`src/rtl/adder.sv`:
```
// Parameterised two's-complement ripple-carry adder with registered outputs.
// The core is an explicit chain of full-adder cells. The sum, the carry-out
// and the signed-overflow flag are captured together on every rising edge,
// giving a fixed latency of one cycle.
module adder #(
    parameter int WIDTH = 8
) (
    input  logic             clk,
    input  logic             reset,
    input  logic [WIDTH-1:0] a,
    input  logic [WIDTH-1:0] b,
    input  logic             cin,
    output logic [WIDTH-1:0] sum,
    output logic             cout,
    output logic             overflow
);

    // carry_s[i] is the carry into bit i. carry_s[0] is the external carry-in.
    logic [WIDTH:0]   carry_s;
    logic [WIDTH-1:0] sum_s;
    logic             overflow_s;

    logic [WIDTH-1:0] sum_r;
    logic             cout_r;
    logic             overflow_r;

    assign carry_s[0] = cin;

    // Ripple chain of full-adder cells, one cell per bit.
    for (genvar i = 0; i < WIDTH; i++) begin : g_fa
        adder_fa u_fa (
            .a_bit   (a[i]),
            .b_bit   (b[i]),
            .c_in    (carry_s[i]),
            .s_bit   (sum_s[i]),
            .c_out   (carry_s[i+1])
        );
    end

    // Signed overflow is the carry into the MSB differing from the carry out
    // of the MSB. For WIDTH=1 the carry into the MSB is cin itself.
    assign overflow_s = carry_s[WIDTH] ^ carry_s[WIDTH-1];

    // Output register: capture every edge with no enable, and clear asynchronously on reset.
    always_ff @(posedge clk or posedge reset) begin
        if (reset) begin
            sum_r      <= {WIDTH{1'b0}};
            cout_r     <= 1'b0;
            overflow_r <= 1'b0;
        end else begin
            sum_r      <= sum_s;
            cout_r     <= carry_s[WIDTH];
            overflow_r <= overflow_s;
        end
    end

    assign sum      = sum_r;
    assign cout     = cout_r;
    assign overflow = overflow_r;

endmodule

// Single-bit full adder cell used by the ripple chain.
module adder_fa (
    input  logic a_bit,
    input  logic b_bit,
    input  logic c_in,
    output logic s_bit,
    output logic c_out
);

    assign s_bit = a_bit ^ b_bit ^ c_in;
    assign c_out = (a_bit & b_bit) | (a_bit & c_in) | (b_bit & c_in);

endmodule

```
`config.mk`:
```
export PLATFORM = sky130hd
export DESIGN_NAME = adder
export DESIGN_NICKNAME = d
export VERILOG_FILES = /design/src/rtl/adder.sv
export SDC_FILE = /design/constraint.sdc
export NUM_CORES = 1
export LEC_CHECK = 0
export ABC_AREA = 0
export BUFFER_PORTS_ARGS = -buffer_cell sky130_fd_sc_hd__buf_2
export CORE_AREA = 2 2 39 41
export DETAILED_ROUTE_END_ITERATION = 10
export DIE_AREA = 0 0 41 43
export GPL_TIMING_DRIVEN = 0
export HOLD_SLACK_MARGIN = 0.1
export PLACE_DENSITY = 0.65
export SYNTH_ARGS = -nofsm -noshare
export SYNTH_HDL_FRONTEND = slang
export SYNTH_HIERARCHICAL = 1
export SYNTH_SLANG_ARGS = --single-unit
```
`constraint.sdc`:
```
create_clock -name clk -period 0.8 [get_ports clk]
set_input_delay 0.08 -clock clk [delete_from_list [all_inputs] [get_ports clk]]
set_output_delay 0.08 -clock clk [all_outputs]
set_load 0.02 [all_outputs]
```
==> flow_summary.json, run 1 <==
{
  "status": "finished with violations",
  "violations": "setup timing",
  "grt_pass1_vias": 317,
  "max_freq_mhz": 332,
  "pwr-share-clk_pct": 21.6,
  "dr_wl_met3_um": 57,
  "arrival_ps": 3150,
  "hold_class": "input pin to flop",
  "coreArea_um2": 1380,
  "io_buffers": 28,
  "worst_slack_ps": -2210,
  "dr_total_vias": 269,
  "grt_setup_unrepaired": "yes",
  "p_seq_share_pct": 43.6,
  "n_antenna_cell": 0,
  "drcViolationCount": 0,
  "synth_nets": 47,
  "critical_path_required_ps": 940,
  "wl_met2_um": 406,
  "wl_per_cell_um": 9.96,
  "min_path_cells": 2,
  "critical_path_class": "input pin to flop",
  "drt_pass1_iterations": 1,
  "avgViaCountPerCell": 3.90,
  "crit_fanout": 2,
  "fin_util_pct": 51.4,
  "pre_cts_ws_ps": -2550,
  "period_needed_ps": 3010,
  "drive_above_1_share_pct": 75.5,
  "clk_pin_slew_ps": 60,
  "p_sw_uw": 421,
  "setup_viol": 19,
  "grt_max_degree": 11,
  "vdd_drop_max_mv": 0.856,
  "ctsHtreeMaxLevel": 1,
  "hold_ws_ps": 117,
  "fin_crit_sh_pct": 376,
  "cts_sinks": 10,
  "maxCapViolCount": 0,
  "routed_wl_um": 687,
  "synth_seq_cells": 10,
  "synth.cell_area_um2": 423,
  "grt_usage_pct": 11.0,
  "critPathLaunchType": "input pin",
  "p_int_uw": 1040,
  "cts_tree": "done",
  "area_delta_synth_final_pct": 68.3,
  "initial_core_util_pct": 30.6,
  "max_slew_margin_pct": 76.5,
  "synthCells": 20,
  "power.density_nw_per_um2": 2060,
  "fin_nets": 82,
  "chipWidth_um": 41,
  "drt_iter0_markers": 0,
  "ys_seq_area_share_pct": 59.2,
  "combinationalPowerShare_pct": 34.8,
  "highest_layer": "met4",
  "ant_nets": 0,
  "drt-met1-wl_um": 208,
  "cts_root_buf": "clkbuf_4",
  "hold_viol": 0,
  "place.gp.congestion": 0.628,
  "die-area_um2": 1760,
  "grt_antenna_before_repair": 0,
  "grt_pass1_wl_um": 1150,
  "slew_viol_final": 0,
  "grt_overflow": 0,
  "switching_share_pct": 28.7,
  "p_leak_uw": 0.000334,
  "ys_types": 4,
  "syn_area_per_cell_um2": 21.1,
  "cts_inserted_buffers": 3,
  "clock_path_buffers": 2,
  "placementRows": 14,
  "io_pins": 29,
  "die_h_um": 43,
  "yosys_warnings": 6,
  "max_slew.worst_pin.slew_ps": 352,
  "setup.worst_path.end_class": "flop"
}
==> registers in the layout, summed over array words and instances (netlist names) <==
name      count
cout          1
overflow      1
sum           8
==> placed cells by master, fill, tap and decap left out <==
cell type / instances
xor2_1: 1
dlygate4sd3_1: 1
inv_1: 1
buf_2: 17
buf_6: 11
dfrtp_1: 10
clkbuf_4: 3
buf_4: 1
fa_2: 8
==> power groups by stage <==
stage / Combinational [uW] / Sequential, uW / Clock [uW]
6_report: 509 / 638 / 317
4_1_cts: 515 / 639 / 332
2_1_floorplan: 85.5 / 754 / 0
3_3_place_gp: 388 / 624 / 0
5_1_grt: 568 / 648 / 345
3_5_place_dp: 402 / 624 / 0
==> final timing paths <==
path	start	to	slack (ps)
min in group asynchronous	reset	sum[4]$_DFF_PP0_	330
max	a[0]	overflow$_DFF_PP0_	-2210
max in group asynchronous	reset	sum[0]$_DFF_PP0_	210
min	a[0]	sum[0]$_DFF_PP0_	120
==> layout make-up <==
class | count | area (um2)
inverters | 1 | 3.75
clock buffers | 3 | 22.5
repair buffers | 30 | 226
flip-flops and latches | 10 | 250
well taps | 16 | 20.0
multi-input cells | 9 | 189
fillers | 117 | 672
==> stage by stage <==
step,cells,cell area (um2),setup TNS [ps],power (uW)
floorplan,20,443,-13340,840
global placement,64,603,-14730,1010
detailed placement,64,603,-14920,1030
CTS,68,704,-12620,1490
global route,69,712,-13040,1560
finish,69,712,-12440,1460
==> routing by layer <==
metal | vias to the layer above | global-route usage [%]
met5 | - | 0
met4 | 0 | 12.0
met3 | 2 | 1.57
met2 | 18 | 17.8
met1 | 123 | 10.0
li1 | 126 | -
==> critical path, stage by stage <==
cell    delay [ps]
buf_6           90
fa_2           380
fa_2           340
fa_2           340
fa_2           340
fa_2           350
fa_2           350
fa_2           370
fa_2           360
xor2_1         150
==> cells in the mapped netlist <==
cell      n  area, um2
dfrtp_1  10        250
fa_1      8        160
inv_1     1       3.75
xor2_1    1       8.76
==> kinds of logic (layout without fill, tap and decap cells) <==
kind of cell / after synthesis / in the layout / share of synthesized area (%)
buffers and inverters: 1 / 34 / 0.887
flip-flops: 10 / 10 / 59.2
adder cells (fa/ha/maj): 8 / 8 / 37.9
XOR/XNOR: 1 / 1 / 2.07
==> what timing repair did <==
| item | CTS | global route |
|---|---|---|
| resized for setup | 21 | 0 |
| hold buffers | 1 | 0 |
| hold endpoints to repair | 10 | 0 |
| pin swaps | 1 | 0 |
| endpoints found under the setup margin | 19 | 19 |
| setup buffers | 0 | 1 |
(Power assumes the default switching activity.)
==> inputs of run 2 (changes only) <==
--- a/config.mk
+++ b/config.mk
@@ -13,6 +13,7 @@
 export GPL_TIMING_DRIVEN = 0
 export HOLD_SLACK_MARGIN = 0.1
 export PLACE_DENSITY = 0.65
+export SKIP_CTS_REPAIR_TIMING = 1
 export SYNTH_ARGS = -nofsm -noshare
 export SYNTH_HDL_FRONTEND = slang
 export SYNTH_HIERARCHICAL = 1
==> flow_summary.json, run 2 (same netlist as run 1, synthesis figures left out) <==
{
  "grt_setup_unrepaired": "yes",
  "max_slew_margin_pct": 76.1,
  "critical_path_required_ps": 940,
  "chipWidth_um": 41,
  "max_freq_mhz": 332,
  "pre_cts_ws_ps": -2550,
  "vdd_drop_max_mv": 0.854,
  "grt_usage_pct": 10.3,
  "final_common_cell": "buf_2",
  "cts_sinks": 10,
  "grt_overflow": 0,
  "dr_total_vias": 270,
  "drcViolationCount": 0,
  "ant_nets": 0,
  "cts_tree": "done",
  "place.gp.congestion": 0.628,
  "grt_pass1_vias": 297,
  "tns_ps": -12430,
  "min-delay-start": "a[0]",
  "drt_pass1_iterations": 1,
  "crit_fanout": 2,
  "avgViaCountPerCell": 3.91,
  "cts_root_buf": "clkbuf_4",
  "slew_viol_final": 0,
  "io_buffers": 28,
  "critical_path_class": "input pin to flop",
  "crit_chain": "buf_6 > fa_2 > fa_2 > fa_2 > fa_2 > fa_2 > fa_2 > fa_2 > fa_2 > xor2_1",
  "n_antenna_cell": 0,
  "final_cell_mix": "17 x buf_2, 11 x buf_6, 10 x dfrtp_1",
  "fin_crit_sh_pct": 376,
  "coreArea_um2": 1380,
  "violations": "setup timing",
  "routed_wl_um": 686,
  "grt_max_degree": 11,
  "initial_core_util_pct": 30.6,
  "setup.worst_path.end_class": "flop",
  "maxCapViolCount": 0,
  "worst_slack_ps": -2210,
  "grt_pass1_wl_um": 1060,
  "startpoint": "a[0]",
  "wl_per_cell_um": 9.94,
  "io_pins": 29,
  "hold_viol": 0,
  "power.density_nw_per_um2": 2050,
  "clock_path_buffers": 2,
  "cpPeakStageDelay_ps": 370,
  "arrival_ps": 3150,
  "cts_inserted_buffers": 3,
  "placementRows": 14,
  "hold_class": "input pin to flop",
  "max_slew.worst_pin.slew_ps": 358,
  "ctsHtreeMaxLevel": 1,
  "setup_viol": 19,
  "critPathLaunchType": "input pin",
  "grt_antenna_before_repair": 0,
  "clk_pin_slew_ps": 60,
  "period_needed_ps": 3010,
  "timing.critical_path.mode_cell": "fa_2",
  "dp.cells": 64,
  "slowest_stage": "fa_2",
  "largest_reg_flops": 8,
  "status": "finished with violations",
  "die-area_um2": 1760,
  "drt_iter0_markers": 0,
  "area_delta_synth_final_pct": 68.3,
  "fin_nets": 82,
  "fin_cells": 69,
  "p_leak_uw": 0.000334,
  "die_h_um": 43,
  "drive_above_1_share_pct": 75.5
}
==> run 2: cell counts in the layout (fill, tap and decap cells not counted) <==
No cell type changed its count.
==> run 2: power by group <==
part | leakage, uW | internal, uW | switching (uW) | total [uW]
combinational | 0.000204 | 273 | 237 | 509
sequential | 0.000117 | 599 | 39.3 | 638
clock | 0.0000138 | 172 | 143 | 315
==> run 2: final cells by class <==
type | instances | area, um2
Clock buffer | 3 | 22.5
Timing Repair Buffer | 30 | 226
Sequential cell | 10 | 250
Tap cell | 16 | 20.0
Fill cell | 117 | 672
Multi-Input combinational cell | 9 | 189
Inverter | 1 | 3.75
==> run 2: layer usage <==
layer	share of wire, %	track usage, %
met5	0	0
met1	32	8.93
met2	58	16.3
met4	2.0	12.0
met3	8.3	2.09
==> run 2: worst max-delay path: cells and delay by family <==
family / cells / cell delay (ps)
buffers and inverters: 1 / 90
adders and majority gates: 8 / 2820
xor gates and xnor gates: 1 / 150
==> run 2: path summary, 6_finish.rpt <==
path | end | slack (ps) | cells after the start
worst max-delay path | overflow$_DFF_PP0_ | -2210 | 10
max in group asynchronous | sum[0]$_DFF_PP0_ | 210 | 3
worst min-delay path | sum[0]$_DFF_PP0_ | 120 | 2
min in group asynchronous | sum[5]$_DFF_PP0_ | 330 | 3
==> run 2: per-stage QoR <==
stage                     util [%]  hold WS [ps]  total power, uW  cell area [um2]
after global routing          51.4           123             1560              712
after detailed placement      43.6          66.1             1030              603
after global placement        43.6          59.8             1010              603
after floorplan                  -         -79.8              840              443
final                         51.4           117             1460              712
after CTS                     45.2          -210             1350              626
==> inputs of run 3 (changes only) <==
==> constraint.sdc (replaced) <==
create_clock -name clk -period 0.8 [get_ports clk]
set_input_delay 0 -clock clk [delete_from_list [all_inputs] [get_ports clk]]
set_output_delay 0 -clock clk [all_outputs]
set_load 0.02 [all_outputs]
==> flow_summary.json, run 3 (same netlist as run 1, synthesis figures left out) <==
{
  "grt_max_degree": 11,
  "grt_pass1_vias": 297,
  "p_int_uw": 937,
  "critical_path_class": "input pin to flop",
  "p_total_uw": 1330,
  "largest_reg_flops": 8,
  "cpPeakStageDelay_ps": 370,
  "final_cell_mix": "26 x buf_2, 10 x dfrtp_1, 8 x fa_2",
  "combinationalPowerShare_pct": 30.4,
  "multi_input_area_um2": 189,
  "p_seq_share_pct": 46.0,
  "grt_overflow": 0,
  "max_slew.worst_pin.slew_ps": 356,
  "avgViaCountPerCell": 3.91,
  "min_path_cells": 2,
  "ant_nets": 0,
  "slew_viol_final": 0,
  "setup.worst_path.end_class": "flop",
  "period_needed_ps": 2930,
  "max_slew_margin_pct": 76.2,
  "cts_sinks": 10,
  "layout.area.seq_um2": 250,
  "io_pins": 29,
  "vdd_drop_max_mv": 0.795,
  "routed_wl_um": 685,
  "place.gp.congestion": 0.628,
  "critPathLaunchType": "input pin",
  "worst_slack_ps": -2130,
  "grt_antenna_before_repair": 0,
  "path_depth": 10,
  "final_common_cell": "buf_2",
  "fin_crit_sh_pct": 367,
  "maxCapViolCount": 0,
  "cts_tree": "done",
  "drt_iter0_markers": 0,
  "p_leak_uw": 0.000314,
  "grt_usage_pct": 10.3,
  "chipWidth_um": 41,
  "placementRows": 14,
  "grt_setup_unrepaired": "yes",
  "drive_above_1_share_pct": 75.5,
  "critical_path_required_ps": 940,
  "drcViolationCount": 0,
  "setup_viol": 8,
  "grt_pass1_wl_um": 1060,
  "tns_ps": -11410,
  "arrival_ps": 3070,
  "wl_per_cell_um": 9.93,
  "initial_core_util_pct": 30.6,
  "cts_inserted_buffers": 3,
  "timing.critical_path.mode_cell": "fa_2",
  "clk_pin_slew_ps": 60,
  "max_freq_mhz": 341,
  "clock_path_buffers": 2,
  "dr_total_vias": 270,
  "switching_share_pct": 29.8,
  "pwr-share-clk_pct": 23.6,
  "violations": "setup timing",
  "io_buffers": 28,
  "status": "finished with violations",
  "crit_chain": "buf_6 > fa_2 > fa_2 > fa_2 > fa_2 > fa_2 > fa_2 > fa_2 > fa_2 > xor2_1",
  "crit_fanout": 2,
  "p_sw_uw": 398,
  "fin_nets": 82,
  "die-area_um2": 1760,
  "area_delta_synth_final_pct": 54.1,
  "ctsHtreeMaxLevel": 1,
  "coreArea_um2": 1380,
  "n_antenna_cell": 0,
  "hold_viol": 0,
  "die_h_um": 43,
  "hold_class": "input pin to flop",
  "cts_root_buf": "clkbuf_4",
  "slowest_stage": "fa_2",
  "fillers": 130,
  "cp_top_family": "adder cells",
  "power.density_nw_per_um2": 2050,
  "drt_pass1_iterations": 1,
  "path_buf_inv": 1
}
## run 3: cell counts in the layout (fill, tap and decap cells not counted)
No cell type changed its count.
## run 3: area by class of cell
| class | instances | share of cell area (%) |
|---|---|---|
| clock buffer | 3 | 3.45 |
| multi-input combinational | 9 | 29.0 |
| inverter | 1 | 0.576 |
| sequential | 10 | 38.4 |
| tap | 16 | 3.07 |
| timing repair buffer | 30 | 25.5 |
## run 3: power groups by stage
stage	combinational (uW)	clock (uW)	sequential [uW]
CTS	402	332	614
global placement	388	0	624
finish	405	315	614
detailed placement	402	0	624
floorplan	85.5	0	754
global route	462	345	625
## run 3: worst paths after layout
kind / start / to / slack (ps)
max in group asynchronous: reset / sum[0]$_DFF_PP0_ / 290
min: a[0] / sum[0]$_DFF_PP0_ / 40
max: a[0] / overflow$_DFF_PP0_ / -2130
min in group asynchronous: reset / sum[5]$_DFF_PP0_ / 250
## run 3: routing by layer
metal  track usage (%)  vias up  share of wire, %
li1                  -      126                 -
met1              8.93      124                31
met2              16.3       18                56
met3              2.09        2                11
met4              12.0        0               2.0
met5                 0        -                 0
## run 3: metrics by stage
step	cells	area, um2	hold WS (ps)	utilization [%]	worst slack, ps
after floorplan	20	443	-160	-	-2260
after global placement	64	603	-20.2	43.6	-2440
final	69	652	37.1	47.1	-2130
after global routing	69	652	43.5	47.1	-2200
after CTS	67	626	-290	45.2	-2200
after detailed placement	64	603	-13.9	43.6	-2470
